===== src/rtl/usb_rx_unstuff_deser.sv =====
// USB RX SYNC hunt, bit unstuffing and LSB-first byte assembly; optional STUFF_ERR_EN aborts on stuff error.
// Latency: byte_valid/pkt_end one cycle after the causing pulse/eop edge.
// Backpressure: none; consumer must accept every byte_valid strobe.
module usb_rx_unstuff_deser #(
    parameter logic [7:0] SYNC_PATTERN = 8'h80,
    parameter int         MAX_ONES     = 6
) (
    input  logic       clk,
    input  logic       nRST,
    input  logic       pulse,
    input  logic       start_decoding,
    input  logic       decoded_bit,
    input  logic       eop,
    output logic [7:0] rx_byte,
    output logic       byte_valid,
    output logic       rx_active,
    output logic       pkt_end,
    output logic       pkt_err
);

    localparam int OW = $clog2(MAX_ONES + 1);
    localparam logic [OW-1:0] ONES_MAX = OW'(MAX_ONES);

    typedef enum logic [1:0] {ST_IDLE, ST_HUNT, ST_DATA, ST_END} state_t;

    state_t        state, state_nxt;
    logic [7:0]    sr, sr_nxt;
    logic [3:0]    bit_cnt, bit_cnt_nxt;
    logic [OW-1:0] ones_cnt, ones_nxt;
    logic          eop_q;
    logic [7:0]    rx_byte_nxt;
    logic          byte_valid_nxt, rx_active_nxt, pkt_end_nxt, pkt_err_nxt;

    logic [7:0] shifted;
    logic [3:0] bit_cnt_inc;
    logic       eop_rise;
    logic       stuff_slot;

    assign shifted     = {decoded_bit, sr[7:1]};
    assign bit_cnt_inc = bit_cnt + 4'd1;
    assign eop_rise    = eop & ~eop_q;
    assign stuff_slot  = (ones_cnt == ONES_MAX);

    always_ff @(posedge clk or negedge nRST) begin
        if (!nRST) begin
            state      <= ST_IDLE;
            sr         <= '0;
            bit_cnt    <= '0;
            ones_cnt   <= '0;
            eop_q      <= 1'b0;
            rx_byte    <= '0;
            byte_valid <= 1'b0;
            rx_active  <= 1'b0;
            pkt_end    <= 1'b0;
            pkt_err    <= 1'b0;
        end else begin
            state      <= state_nxt;
            sr         <= sr_nxt;
            bit_cnt    <= bit_cnt_nxt;
            ones_cnt   <= ones_nxt;
            eop_q      <= eop;
            rx_byte    <= rx_byte_nxt;
            byte_valid <= byte_valid_nxt;
            rx_active  <= rx_active_nxt;
            pkt_end    <= pkt_end_nxt;
            pkt_err    <= pkt_err_nxt;
        end
    end

    always_comb begin
        state_nxt      = state;
        sr_nxt         = sr;
        bit_cnt_nxt    = bit_cnt;
        ones_nxt       = ones_cnt;
        rx_byte_nxt    = rx_byte;
        byte_valid_nxt = 1'b0;
        rx_active_nxt  = rx_active;
        pkt_end_nxt    = 1'b0;
        pkt_err_nxt    = pkt_err;

        if (!start_decoding) begin
            state_nxt     = ST_IDLE;
            rx_active_nxt = 1'b0;
        end else begin
            case (state)
                ST_IDLE: begin
                    state_nxt = ST_HUNT;
                    sr_nxt    = '0;
                end
                ST_HUNT: begin
                    if (pulse) begin
                        sr_nxt = shifted;
                        if (shifted == SYNC_PATTERN) begin
                            state_nxt     = ST_DATA;
                            rx_active_nxt = 1'b1;
                            bit_cnt_nxt   = '0;
                            ones_nxt      = OW'(1);
                            pkt_err_nxt   = 1'b0;
                        end
                    end
                end
                ST_DATA: begin
                    if (eop_rise) begin
                        state_nxt     = ST_END;
                        pkt_end_nxt   = 1'b1;
                        rx_active_nxt = 1'b0;
                        // A coincident pulse survives only if it completes the final byte.
                        if (pulse && !stuff_slot && bit_cnt_inc[3]) begin
                            rx_byte_nxt    = shifted;
                            byte_valid_nxt = 1'b1;
                            bit_cnt_nxt    = '0;
                        end else begin
                            pkt_err_nxt = pkt_err | (bit_cnt != 4'd0);
                        end
                    end else if (pulse) begin
                        if (stuff_slot) begin
                            ones_nxt = '0;
`ifdef STUFF_ERR_EN
                            if (decoded_bit) begin
                                state_nxt     = ST_HUNT;
                                pkt_err_nxt   = 1'b1;
                                pkt_end_nxt   = 1'b1;
                                rx_active_nxt = 1'b0;
                            end
`endif
                        end else begin
                            sr_nxt   = shifted;
                            ones_nxt = decoded_bit ? ones_cnt + OW'(1) : '0;
                            if (bit_cnt_inc[3]) begin
                                rx_byte_nxt    = shifted;
                                byte_valid_nxt = 1'b1;
                                bit_cnt_nxt    = '0;
                            end else begin
                                bit_cnt_nxt = bit_cnt_inc;
                            end
                        end
                    end
                end
                ST_END: begin
                    state_nxt = ST_HUNT;
                end
                default: begin
                    state_nxt = ST_IDLE;
                end
            endcase
        end
    end

endmodule


===== config.mk =====
export PLATFORM = sky130hd
export DESIGN_NAME = usb_rx_unstuff_deser
export DESIGN_NICKNAME = d
export VERILOG_FILES = /design/src/rtl/usb_rx_unstuff_deser.sv
export SDC_FILE = /design/constraint.sdc
export NUM_CORES = 1
export LEC_CHECK = 0
export CORE_MARGIN = 5
export CORE_UTILIZATION = 30
export DETAILED_ROUTE_END_ITERATION = 6
export DONT_BUFFER_PORTS = 1
export GPL_TIMING_DRIVEN = 0
export PLACE_DENSITY = 0.43
export SLEW_MARGIN = 15
export SYNTH_ARGS = -nofsm -noshare
export SYNTH_HDL_FRONTEND = slang
export SYNTH_SLANG_ARGS = --single-unit

===== constraint.sdc =====
create_clock -name clk -period 2.2 [get_ports clk]
set_clock_uncertainty 0.15 [all_clocks]
set_input_delay 0.33 -clock clk [delete_from_list [all_inputs] [get_ports clk]]
set_output_delay 0.33 -clock clk [all_outputs]
set_load 0.01 [all_outputs]

# Word-level counts from Yosys, hierarchy flattened

Cells that the tools add are included.

Add/subtract/negate cells: 2
Equal/unequal tests: 21
Multiplexer cells: 50
Bitwise operators: 3
Reduce and logical (&&, ||, !) cells: 17

Operators by type and width:

| kind                  | number |
|---|---|
| $mux W8               | 9 |
| $mux W4               | 6 |
| $pmux W8 S3           | 1 |
| $reduce_and A6 Y1     | 4 |
| $mux W3               | 7 |
| $mux W1               | 18 |
| $ne A3 B3 Y1 const B  | 6 |
| $ne A2 B2 Y1 const B  | 8 |
| $eq A8 B8 Y1 const B  | 1 |
| $mux W2               | 4 |
| $pmux W4 S2           | 1 |
| $reduce_and A7 Y1     | 1 |
| $pmux W2 S3           | 1 |
| $pmux W3 S2           | 1 |
| $reduce_bool A2 Y1    | 3 |
| $add A4 B1 Y4 const B | 1 |
| $eq A2 B2 Y1 const B  | 2 |
| $pmux W1 S2           | 2 |
| $reduce_and A4 Y1     | 1 |
| $reduce_bool A4 Y1    | 1 |
| $add A3 B1 Y3 const B | 1 |
| $eq A3 B3 Y1 const B  | 1 |
| $ne A3 B1 Y1 const B  | 1 |
| $reduce_and A3 Y1     | 1 |
| other kinds (10)      | 11 |

Register bits after elaboration: 30
Bits of input ports: 6
Word-level logic and storage cells: 103

# Depth between registers and ports, before layout

Depth in word-level cells: 8
Gate-level depth with buffers: 7
Gate-level depth less buffers: 6

# Worst setup path before layout

OpenSTA, ideal clock, no wires.

Path kind: register to register
From: register state[1]
To: register sr[1]
Arrival: 1.707 ns
Data required time: 1.925 ns
Path slack: 0.218 ns
Stages on the path, launching flop included: 8
Path buffers: 1
Period minus slack after synthesis: 1.982 ns
Cells stage by stage: dfrtp_1 -> inv_1 -> ha_1 -> clkbuf_1 -> nor2b_1 -> o2bb2ai_4 -> nand3_4 -> mux2_2

Word-level cells in the longest chain between the ends: 3
Elaborated cells between the ends (all ways): 10

RTL lines:

| element                                                             | RTL line | text |
|---|---|---|
| start, declared                                                     | 26       | `state_t state, state_nxt;` |
| start signal, assigned                                              | 57       | `state <= state_nxt;` |
| $eq A2 B2 Y1, or another cell as far along                          | 85       | `case (state)` |
| $ne A2 B2 Y1 (no line) / $reduce_bool A3 Y1 (equally long branches) | --       |  |
| $reduce_and A6 Y1 (no line)                                         | --       |  |
| end signal, assigned                                                | 58       | `sr <= sr_nxt;` |
| end, declared                                                       | 27       | `logic [7:0] sr, sr_nxt;` |

Several ways; a longest one is shown, not always the timed one.
A chain may end at the register's enable or synchronous reset.

# Worst setup path in the final report

From: register state[0]
To: register bit_cnt[0]

Word-level cells in the longest chain between the ends: 3
Elaborated cells between the ends (all ways): 10

RTL lines:

| element                                              | RTL line | text |
|---|---|---|
| $eq A2 B2 Y1 / $eq A2 B1 Y1 (equally long branches)  | 85       |  |
| $ne A3 B3 Y1 (no line), or another cell as far along | --       |  |
| $reduce_and A7 Y1 (no line)                          | --       |  |
| end signal, assigned                                 | 59       | `bit_cnt <= bit_cnt_nxt;` |
| end, declared                                        | 28       | `logic [3:0] bit_cnt, bit_cnt_nxt;` |

Several ways; a longest one is shown, not always the timed one.

==> impl_metrics.py <==
metrics = {
    "run_status": {
        "status": "completed",
    },
    "clocking": {
        "cts_tree": "yes",
        "cts_root_buffer": "clkbuf_8",
        "ctsResizeCount": 0,
        "clkTransAtPathRegs_ns": 0.09,
        "clock_latency_ns": 0.27,
        "htreeDepth": 1,
        "clock_path_buffers": 2,
        "cts_buffers": 3,
        "clock-sinks": 28,
    },
    "routing": {
        "wirelength_mm": 2.85,
        "dr_total_vias": 953,
        "drt_iter0_drc": 38,
        "firstDrtPassIters": 4,
        "routedWlPerCell_microns": 14.2,
        "vias_per_cell": 4.77,
        "ant_nets": 0,
        "drc": 0,
    },
    "floorplan": {
        "die_area_sq_um": 6690,
        "initial_core_util_pct": 30.6,
        "coreArea_sq_um": 5040,
        "rows": 26,
        "dieHeight_microns": 81.8,
        "ios": 18,
        "die_w_microns": 81.8,
    },
    "worst_setup_path": {
        "critical_path_class": "reg2reg",
        "r2r_start": "state[0]",
        "rrSetupSlack_ns": 0.15,
        "critPathRequiredTime_ns": 2.24,
        "crit_chain": "inv_1 > ha_1 > buf_2 > o211ai_1 > a221oi_4 > mux2i_1",
        "arrival_ns": 2.09,
        "path_depth": 6,
        "worst_path_max_delay_cell": "dfrtp_1",
        "cp-start-kind": "register",
        "max_stage_delay_ns": 0.44,
        "crit_family": "compound AO/OA/AOI/OAI gates",
        "crit_fanout": 10,
        "end_kind": "register",
        "r2r_cells": 6,
        "r2r_end": "bit_cnt[0]",
        "path_buf_inv": 2,
    },
    "placed_design": {
        "placedCellCount": 195,
        "place_ws_ns": 0.0187,
        "hpwl_mm": 2.15,
        "portBuffers": 0,
        "gp_congestion": 0.689,
        "dpl_cell_area_sq_um": 1630,
    },
    "finish": {
        "final_nets": 146,
        "drive_above_1_share_pct": 20.8,
        "layout_commonest_cell": "dfrtp_1",
        "mostFrequentLayoutCells": "dfrtp_1, mux2_2, nor2b_1",
        "fin_util_pct": 33.9,
        "syn_to_final_growth_pct": 10.7,
        "fin_area_sq_um": 1710,
        "diodes": 0,
        "layout.cells.non_filler": 200,
    },
    "global_route": {
        "grt-ovfl-total": 0,
        "grt_pass1_wl_mm": 5.13,
        "grt_pass1_vias": 1061,
        "grt_antenna_before_repair": 0,
        "grt_usage_pct": 9.81,
        "grt_max_degree": 29,
    },
    "timing": {
        "setup_violations": 0,
        "period_share_pct": 93.2,
        "finalSetupTns_ns": 0,
        "finalCriticalPeriod_ns": 2.05,
        "rsz0062_at_grt": "no",
        "finalMaxSlewViolations": 0,
        "whs_ns": 0.0553,
        "fmax_mhz": 488,
        "fin_ws_ns": 0.150,
        "worst_slew_pin_slew_ns": 0.578,
        "hold_viol": 0,
        "relSlewSlack_pct": 61.5,
    },
    "synthesis": {
        "synth_nets": 139,
        "ys.flop_type": "dfrtp_1",
        "ys_ff_latch": 28,
        "synth_area_sq_um": 1550,
        "synth.distinct_cells": 32,
        "syn-mean-instance-area_sq_um": 12.4,
        "yosysSeqAreaShare_pct": 45.3,
        "synth_cells": 125,
        "ys_warn_count": 0,
        "synth-edff-count": 0,
        "synth_async_sr_flop_share_pct": 100,
    },
    "worst_hold_path": {
        "holdPathEnd": "rx_byte[7]",
        "hold_path.class": "in2reg",
        "min_delay_path_depth": 1,
        "min-delay-start": "decoded_bit",
    },
    "flow_run": {
        "drv_cap": 0,
    },
    "power_and_ir_drop": {
        "p_leak_nw": 0.774,
        "p_total_mw": 1.46,
        "p_per_area_nw_per_um2": 854,
        "vdd_drop_max_mv": 0.332,
    },
}
-- worst max-delay path by stage --
stage                      end  slack, ns  startpoint
CTS                 bit_cnt[0]       0.11    state[0]
detailed placement       sr[1]       0.02    state[1]
finish              bit_cnt[0]       0.15    state[0]
global route             sr[1]      0.007    state[1]
global placement         sr[3]       0.05    state[1]
floorplan                sr[1]       0.22    state[1]
-- timing repair --
item | CTS | global route
hold buffers | 3 | 0
buffers inserted | 0 | 0
endpoints found under the setup margin | 1 | 0
endpoints found under the hold margin | 29 | 0
-- power breakdown --
group	switching, mW	total (mW)	leakage (nW)	internal [mW]
registers	0.0851	0.673	0.380	0.588
logic	0.275	0.515	0.372	0.240
clock network	0.151	0.274	0.0216	0.123
total	0.511	1.46	0.774	0.950
-- kinds of logic (layout without fill, tap and decap cells) --
group | Yosys count | after routing | synth area share, %
and+or+nand+nor | 40 | 40 | 19.0
DFF | 28 | 28 | 45.3
muxes | 22 | 22 | 15.6
AOI/OAI and AO/OA | 16 | 16 | 10.5
buffers and inverters | 11 | 16 | 3.00
adders and majority gates | 8 | 8 | 6.48
-- registers in the layout, summed over array words and instances (netlist names) --
signal	flops
bit_cnt	3
state	2
pkt_err	1
byte_valid	1
pkt_end	1
ones_cnt	3
rx_active	1
rx_byte	8
sr	7
eop_q	1
-- per-layer routing --
| metal | GRT usage, % | wire length [microns] | vias up |
|---|---|---|---|
| li1 | - | - | 457 |
| met1 | 12.6 | 1300 | 480 |
| met2 | 16.1 | 1380 | 12 |
| met3 | 2.63 | 130 | 4 |
| met4 | 2.99 | 33 | 0 |
| met5 | 0 | 0 | - |
-- Yosys cell counts (2+ instances only) --
library cell / n / area [sq um]
nor2_1: 2 / 7.51
a21oi_1: 2 / 10.0
a21boi_2: 2 / 22.5
mux2_1: 5 / 56.3
nand3_4: 2 / 35.0
ha_1: 8 / 100
nor2b_1: 10 / 62.6
nand2_1: 8 / 30.0
inv_1: 7 / 26.3
a31oi_1: 3 / 18.8
mux2_2: 12 / 135
nand4b_1: 3 / 26.3
mux2i_1: 5 / 50.1
a211o_1: 2 / 17.5
nand2b_1: 5 / 31.3
nand3_1: 6 / 30.0
dfrtp_1: 28 / 701
-- area by class of cell --
cell class | count | area, sq um
clock buffer | 3 | 41.3
timing repair buffer | 3 | 40.0
multi-input combinational | 86 | 798
tap | 70 | 87.6
sequential | 28 | 701
inverter | 7 | 26.3
buffer | 3 | 16.3
fill | 510 | 3330
No activity file was read; power rests on OpenSTA's default activity.
